$ cat src/rtl/status_flag_unit_pkg.sv
// Shared definitions for the NZCV status flag unit: flag bit positions,
// condition-code encodings and the "does this condition read flags" helper.
package status_flag_unit_pkg;

    localparam int FLAG_N = 3;
    localparam int FLAG_Z = 2;
    localparam int FLAG_C = 1;
    localparam int FLAG_V = 0;

    typedef enum logic [3:0] {
        COND_EQ = 4'd0,
        COND_NE = 4'd1,
        COND_CS = 4'd2,
        COND_CC = 4'd3,
        COND_MI = 4'd4,
        COND_PL = 4'd5,
        COND_VS = 4'd6,
        COND_VC = 4'd7,
        COND_HI = 4'd8,
        COND_LS = 4'd9,
        COND_GE = 4'd10,
        COND_LT = 4'd11,
        COND_GT = 4'd12,
        COND_LE = 4'd13,
        COND_AL = 4'd14,
        COND_NV = 4'd15
    } cond_e;

    typedef struct packed {
        logic n;
        logic z;
        logic c;
        logic v;
    } nzcv_t;

    // AL and NV are unconditional in this pipeline, so they never consume flags.
    function automatic logic cond_reads_flags(input logic [3:0] cond);
        return cond < COND_AL;
    endfunction

endpackage

$ cat src/rtl/status_flag_unit_if.sv
// Bundle between the ID/commit stages and the status flag unit.
// The slave side is the flag unit itself; the master side is the pipeline.
interface status_flag_unit_if;
    logic       freeze;
    logic       flush;
    logic       id_valid;
    logic       id_s;
    logic [3:0] id_cond;
    logic       wb_s;
    logic [3:0] wb_status;
    logic [3:0] sr;
    logic [3:0] sr_id;
    logic       flag_hazard;
    logic       issue_s;
    logic       pend_any;
    logic       sr_err;

    modport slave (
        input  freeze, flush, id_valid, id_s, id_cond, wb_s, wb_status,
        output sr, sr_id, flag_hazard, issue_s, pend_any, sr_err
    );

    modport master (
        output freeze, flush, id_valid, id_s, id_cond, wb_s, wb_status,
        input  sr, sr_id, flag_hazard, issue_s, pend_any, sr_err
    );
endinterface

$ cat src/rtl/status_flag_unit_flag_pending_pipe.sv
// LAT-deep shift register of in-flight flag writers; bit LAT-1 is the one
// whose commit strobe is due this cycle. Holds completely while frozen.
module status_flag_unit_flag_pending_pipe #(
    parameter int LAT = 1
) (
    input  logic           clk,
    input  logic           rst,
    input  logic           freeze_i,
    input  logic           issue_i,
    output logic [LAT-1:0] pend_o
);

    logic [LAT-1:0] pend_q;
    logic [LAT-1:0] pend_d;
    logic [LAT-1:0] shift_in;

    assign shift_in[0] = issue_i;

    generate
        for (genvar gi = 1; gi < LAT; gi++) begin : g_shift
            assign shift_in[gi] = pend_q[gi-1];
        end
    endgenerate

    assign pend_d = freeze_i ? pend_q : shift_in;

    always_ff @(posedge clk) begin
        if (rst) begin
            pend_q <= '0;
        end else begin
            pend_q <= pend_d;
        end
    end

    assign pend_o = pend_q;

endmodule

$ cat src/rtl/status_flag_unit.sv
// Architectural NZCV register with in-flight writer tracking, ID-stage flag
// hazard detection, optional commit-cycle bypass and a sticky tracking error.
module status_flag_unit
    import status_flag_unit_pkg::*;
#(
    parameter int LAT    = 1,
    parameter int BYPASS = 1
) (
    input logic               clk,
    input logic               rst,
    status_flag_unit_if.slave sfu
);

    localparam logic BYP_EN = (BYPASS != 0);

    logic [LAT-1:0] pend;
    logic           reads_flags;
    logic           older;
    logic           byp_ok;
    logic           hazard;
    logic           issue;
    logic [3:0]     sr_q;
    logic [3:0]     sr_d;
    logic           err_q;
    logic           err_d;

    status_flag_unit_flag_pending_pipe #(
        .LAT (LAT)
    ) u_pend (
        .clk      (clk),
        .rst      (rst),
        .freeze_i (sfu.freeze),
        .issue_i  (issue),
        .pend_o   (pend)
    );

    // Writers younger than the head are too far away for any bypass to help.
    generate
        if (LAT > 1) begin : g_older
            assign older = |pend[LAT-2:0];
        end else begin : g_no_older
            assign older = 1'b0;
        end
    endgenerate

    assign reads_flags = sfu.id_valid & cond_reads_flags(sfu.id_cond);
    assign byp_ok      = BYP_EN & sfu.wb_s & ~sfu.freeze;
    assign hazard      = reads_flags & (older | (pend[LAT-1] & ~byp_ok));
    assign issue       = sfu.id_valid & sfu.id_s & ~hazard & ~sfu.freeze & ~sfu.flush;

    always_comb begin
        sr_d = sr_q;
        if (sfu.wb_s && !sfu.freeze) begin
            sr_d = sfu.wb_status;
        end
    end

    // The strobe must line up exactly with the tracked head writer.
    assign err_d = err_q | (~sfu.freeze & (sfu.wb_s != pend[LAT-1]));

    always_ff @(posedge clk) begin
        if (rst) begin
            sr_q  <= 4'b0000;
            err_q <= 1'b0;
        end else begin
            sr_q  <= sr_d;
            err_q <= err_d;
        end
    end

    assign sfu.sr          = sr_q;
    assign sfu.sr_id       = byp_ok ? sfu.wb_status : sr_q;
    assign sfu.flag_hazard = hazard;
    assign sfu.issue_s     = issue;
    assign sfu.pend_any    = |pend;
    assign sfu.sr_err      = err_q;

endmodule

$ cat src/flat_wrapper.sv
// flat-port wrapper written by rule: the top's interface ports become plain ports
module status_flag_unit_flat import status_flag_unit_pkg::*;
#(
    parameter int LAT    = 1,
    parameter int BYPASS = 1
)
  (clk, rst, sfu_freeze, sfu_flush, sfu_id_valid, sfu_id_s, sfu_id_cond, sfu_wb_s, sfu_wb_status, sfu_sr, sfu_sr_id, sfu_flag_hazard, sfu_issue_s, sfu_pend_any, sfu_sr_err);
  status_flag_unit_if sfu_i ();
  input logic clk;
  input logic rst;
  input wire logic [$bits(sfu_i.freeze)-1:0] sfu_freeze;
  input wire logic [$bits(sfu_i.flush)-1:0] sfu_flush;
  input wire logic [$bits(sfu_i.id_valid)-1:0] sfu_id_valid;
  input wire logic [$bits(sfu_i.id_s)-1:0] sfu_id_s;
  input wire logic [$bits(sfu_i.id_cond)-1:0] sfu_id_cond;
  input wire logic [$bits(sfu_i.wb_s)-1:0] sfu_wb_s;
  input wire logic [$bits(sfu_i.wb_status)-1:0] sfu_wb_status;
  output wire logic [$bits(sfu_i.sr)-1:0] sfu_sr;
  output wire logic [$bits(sfu_i.sr_id)-1:0] sfu_sr_id;
  output wire logic [$bits(sfu_i.flag_hazard)-1:0] sfu_flag_hazard;
  output wire logic [$bits(sfu_i.issue_s)-1:0] sfu_issue_s;
  output wire logic [$bits(sfu_i.pend_any)-1:0] sfu_pend_any;
  output wire logic [$bits(sfu_i.sr_err)-1:0] sfu_sr_err;
  assign sfu_i.freeze = sfu_freeze;
  assign sfu_i.flush = sfu_flush;
  assign sfu_i.id_valid = sfu_id_valid;
  assign sfu_i.id_s = sfu_id_s;
  assign sfu_i.id_cond = sfu_id_cond;
  assign sfu_i.wb_s = sfu_wb_s;
  assign sfu_i.wb_status = sfu_wb_status;
  assign sfu_sr = sfu_i.sr;
  assign sfu_sr_id = sfu_i.sr_id;
  assign sfu_flag_hazard = sfu_i.flag_hazard;
  assign sfu_issue_s = sfu_i.issue_s;
  assign sfu_pend_any = sfu_i.pend_any;
  assign sfu_sr_err = sfu_i.sr_err;
  status_flag_unit #(.LAT(LAT), .BYPASS(BYPASS)) u_core (.clk(clk), .rst(rst), .sfu(sfu_i));
endmodule
$ cat config.mk
export PLATFORM = sky130hd
export DESIGN_NAME = status_flag_unit_flat
export DESIGN_NICKNAME = d
export VERILOG_FILES = /design/src/rtl/status_flag_unit_pkg.sv /design/src/rtl/status_flag_unit_if.sv /design/src/rtl/status_flag_unit_flag_pending_pipe.sv /design/src/rtl/status_flag_unit.sv /design/src/flat_wrapper.sv
export SDC_FILE = /design/constraint.sdc
export NUM_CORES = 1
export LEC_CHECK = 0
export ABC_AREA = 0
export CORE_AREA = 2 2 39 41
export DETAILED_ROUTE_END_ITERATION = 8
export DIE_AREA = 0 0 41 43
export RECOVER_POWER = 100
export SLEW_MARGIN = 20
export SYNTH_ARGS = -nofsm -noshare
export SYNTH_HDL_FRONTEND = slang
export SYNTH_SLANG_ARGS = --single-unit
export TNS_END_PERCENT = 1
$ cat constraint.sdc
create_clock -name clk -period 1.6 [get_ports clk]
set_clock_uncertainty 0.05 [all_clocks]
set_input_delay 0.48 -clock clk [delete_from_list [all_inputs] [get_ports clk]]
set_output_delay 0.48 -clock clk [all_outputs]
set_load 0.03 [all_outputs]
==> run metrics <==
final setup margin=-298 ps; P&R area growth vs syn=141%; mapped cell area=293 sq um; post-synthesis average cell area=11.3 sq um; Max Cap Viol=0; Final ANT Viol Nets=0; DIE HEIGHT=~43 um; min Tclk post-route=about 1900 ps; final WL=893 um; outcome=finished, violations left; Skew-Pair Late Insertion Delay=240 ps; largest net degree at the start of global routing=7; core footprint=0.00138 sq mm; CTS Buffer Depth=2; IO Port Bufs=25; Synth Register Bits=6; Cells after Synth=26; HP Class=reg -> reg; filler cell count in the final layout=145; Critical Path AT=1370 ps; CTS tree=built; Setup Viol. Count Final=6; final period utilization=119%; # diodes=0; DR WL/cell=10.8 um; Least-Margin Pin Slew=approximately 340 ps; number of global-route vias before repair=around 390; clock sinks=6; Placed Cells incl. Taps=73; Layout Cells excl Fill=between 80 and 90; leakage=roughly 0.35 nW; Multi-input gate area=194 sq um; cell area after placement=626 sq um; via/cell ratio=4.29; Final Cell Area=706 sq um; share of cells above drive strength 1=55.2%; Clock transition at path regs=40 ps; Worst setup EP type=output pin; Inserted Clock Buffers=3; Setup CP Type=in -> out; # DRC=0; DP HPWL=625 um; Initial Utilization=around a fifth; fin. max-slew vios=0; RSZ-0062 raised after global routing=true; utilization after layout=51.0%; crit-path max FO=3; Slew Limit Headroom=between 70% and 80%; global-route wire length before repair=1.60 mm; worst vdd ir=280 uV; placement row count=14; setup TNS=-1670 ps; Seq/Total Area, Yosys=41.0%; Startpoint Class=input port; die area=around 0.0018 sq mm; Place WS=-1150 ps; htree depth=1; Final #Nets=84; GR Overflow Total=0; via count=356; chip width=41 um; f_max=527 MHz; initial antenna violation count=0; TritonRoute pass-1 iters=2; DR iter-0 viols=2; Final GP Congestion=0.628; count of cell types in the netlist=14; final hold vios=0; pwr/cell area=644 mW/mm^2; total track usage=14.0%; Req. time, crit path=1070 ps; Yosys warning total=0; storage element area=121 sq um; CTS root buffer=clkbuf_4; hold buffer count at cts=0; syn nets=41; failing checks=negative setup slack; IO Count=27
-- power by group --
part / total [mW] / internal [mW] / switching (mW)
Sequential: 0.161 / 0.158 / 0.00374
Combinational: 0.153 / 0.0830 / 0.0696
Clock: 0.141 / 0.0850 / 0.0560
-- final cells by class --
class | instances | share of cell area [%]
clock buffer | 3 | 3.19
inverter | 1 | 0.532
multi-input combinational | 19 | 27.5
sequential | 6 | 17.2
tap | 16 | 2.84
timing repair buffer | 38 | 48.8
-- final timing paths --
kind / cells past startpoint / startpoint / to / slack [ps]
max: 6 / sfu_wb_s / sfu_issue_s / -300
min: 2 / u_core.sfu.sr_err / u_core.sfu.sr_err / 420
max reg2reg: 6 / u_core.u_pend.pend_o / u_core.u_pend.pend_o / 260
min reg2reg: 2 / u_core.sfu.sr_err / u_core.sfu.sr_err / 420
-- sequential cells by signal (all words and copies together) (netlist names) --
signal and flops:
u_core.sfu.sr_err 1, u_core.u_pend.pend_o 1, u_core.sfu.sr 4
-- worst max-delay path: stages --
cell      delay (ps)
buf_6             90
nor2b_4          130
buf_6            110
a311oi_4         300
nor4_4            80
buf_4            170
-- cells in the mapped netlist, drive strengths merged --
| master | n | share of area (%) |
|---|---|---|
| xor2 | 1 | 3.0 |
| dfxtp | 6 | 41 |
| nor4 | 1 | 2.1 |
| a21oi | 1 | 1.7 |
| inv | 1 | 1.3 |
| o22ai | 1 | 4.3 |
| mux2 | 4 | 19 |
| a311oi | 1 | 5.1 |
| or4 | 1 | 3.8 |
| nor2b | 5 | 13 |
| nor2 | 1 | 1.3 |
| nand2 | 3 | 3.8 |
-- layer usage --
metal	global-route usage [%]	share of wire, %	up-vias
met4	10.0	1.1	0
met1	15.4	40	164
met2	22.2	51	16
li1	-	-	174
met3	3.14	7.6	2
met5	0	0	-
-- cell families (layout without fill, tap and decap cells) --
kind of cell           count (synthesis)  in the layout  synth area share (%)
AND/OR/NAND/NOR                       11             11                  24.4
flip-flops                             6              6                  41.0
multiplexers                           4              4                  19.2
AO/OA/AOI/OAI                          3              3                  11.1
XOR/XNOR                               1              1                  2.99
buffers and inverters                  1             42                  1.28
-- per-stage QoR --
stage,hold slack [ps],power (mW)
2_1_floorplan,502,0.228
3_3_place_gp,400,0.309
3_5_place_dp,421,0.310
4_1_cts,426,0.463
5_1_grt,477,0.480
6_report,416,0.455
-- layout by cell type (no fill, tap or decap) --
cell type | netlist | final
dfxtp_1 | 6 | 5
nor2b_4 | 1 | 1
a21oi_1 | 1 | 1
clkbuf_1 | 0 | 1
o22ai_1 | 0 | 1
nand2_1 | 3 | 1
clkbuf_4 | 0 | 3
dlygate4sd2_1 | 0 | 6
nor2_1 | 1 | 1
xor2_1 | 1 | 1
dlygate4sd3_1 | 0 | 1
clkbuf_2 | 0 | 3
a311oi_4 | 0 | 1
nand2_2 | 0 | 2
nor2b_1 | 4 | 4
clkdlybuf4s15_1 | 0 | 1
dlymetal6s2s_1 | 0 | 2
nor4_4 | 0 | 1
inv_1 | 1 | 1
buf_4 | 0 | 11
mux2_4 | 3 | 3
buf_6 | 0 | 8
clkdlybuf4s50_1 | 0 | 4
buf_8 | 0 | 1
or4_4 | 1 | 1
dfxtp_2 | 0 | 1
mux2_2 | 1 | 1
-- what timing repair did --
| item | in CTS | in global routing |
|---|---|---|
| gates cloned | 0 | 0 |
| setup buffers | 7 | 0 |
| pin swaps | 2 | 3 |
| endpoints found under the setup margin | 15 | 7 |
| resized for setup | 51 | 7 |
(Power assumes the default switching activity.)
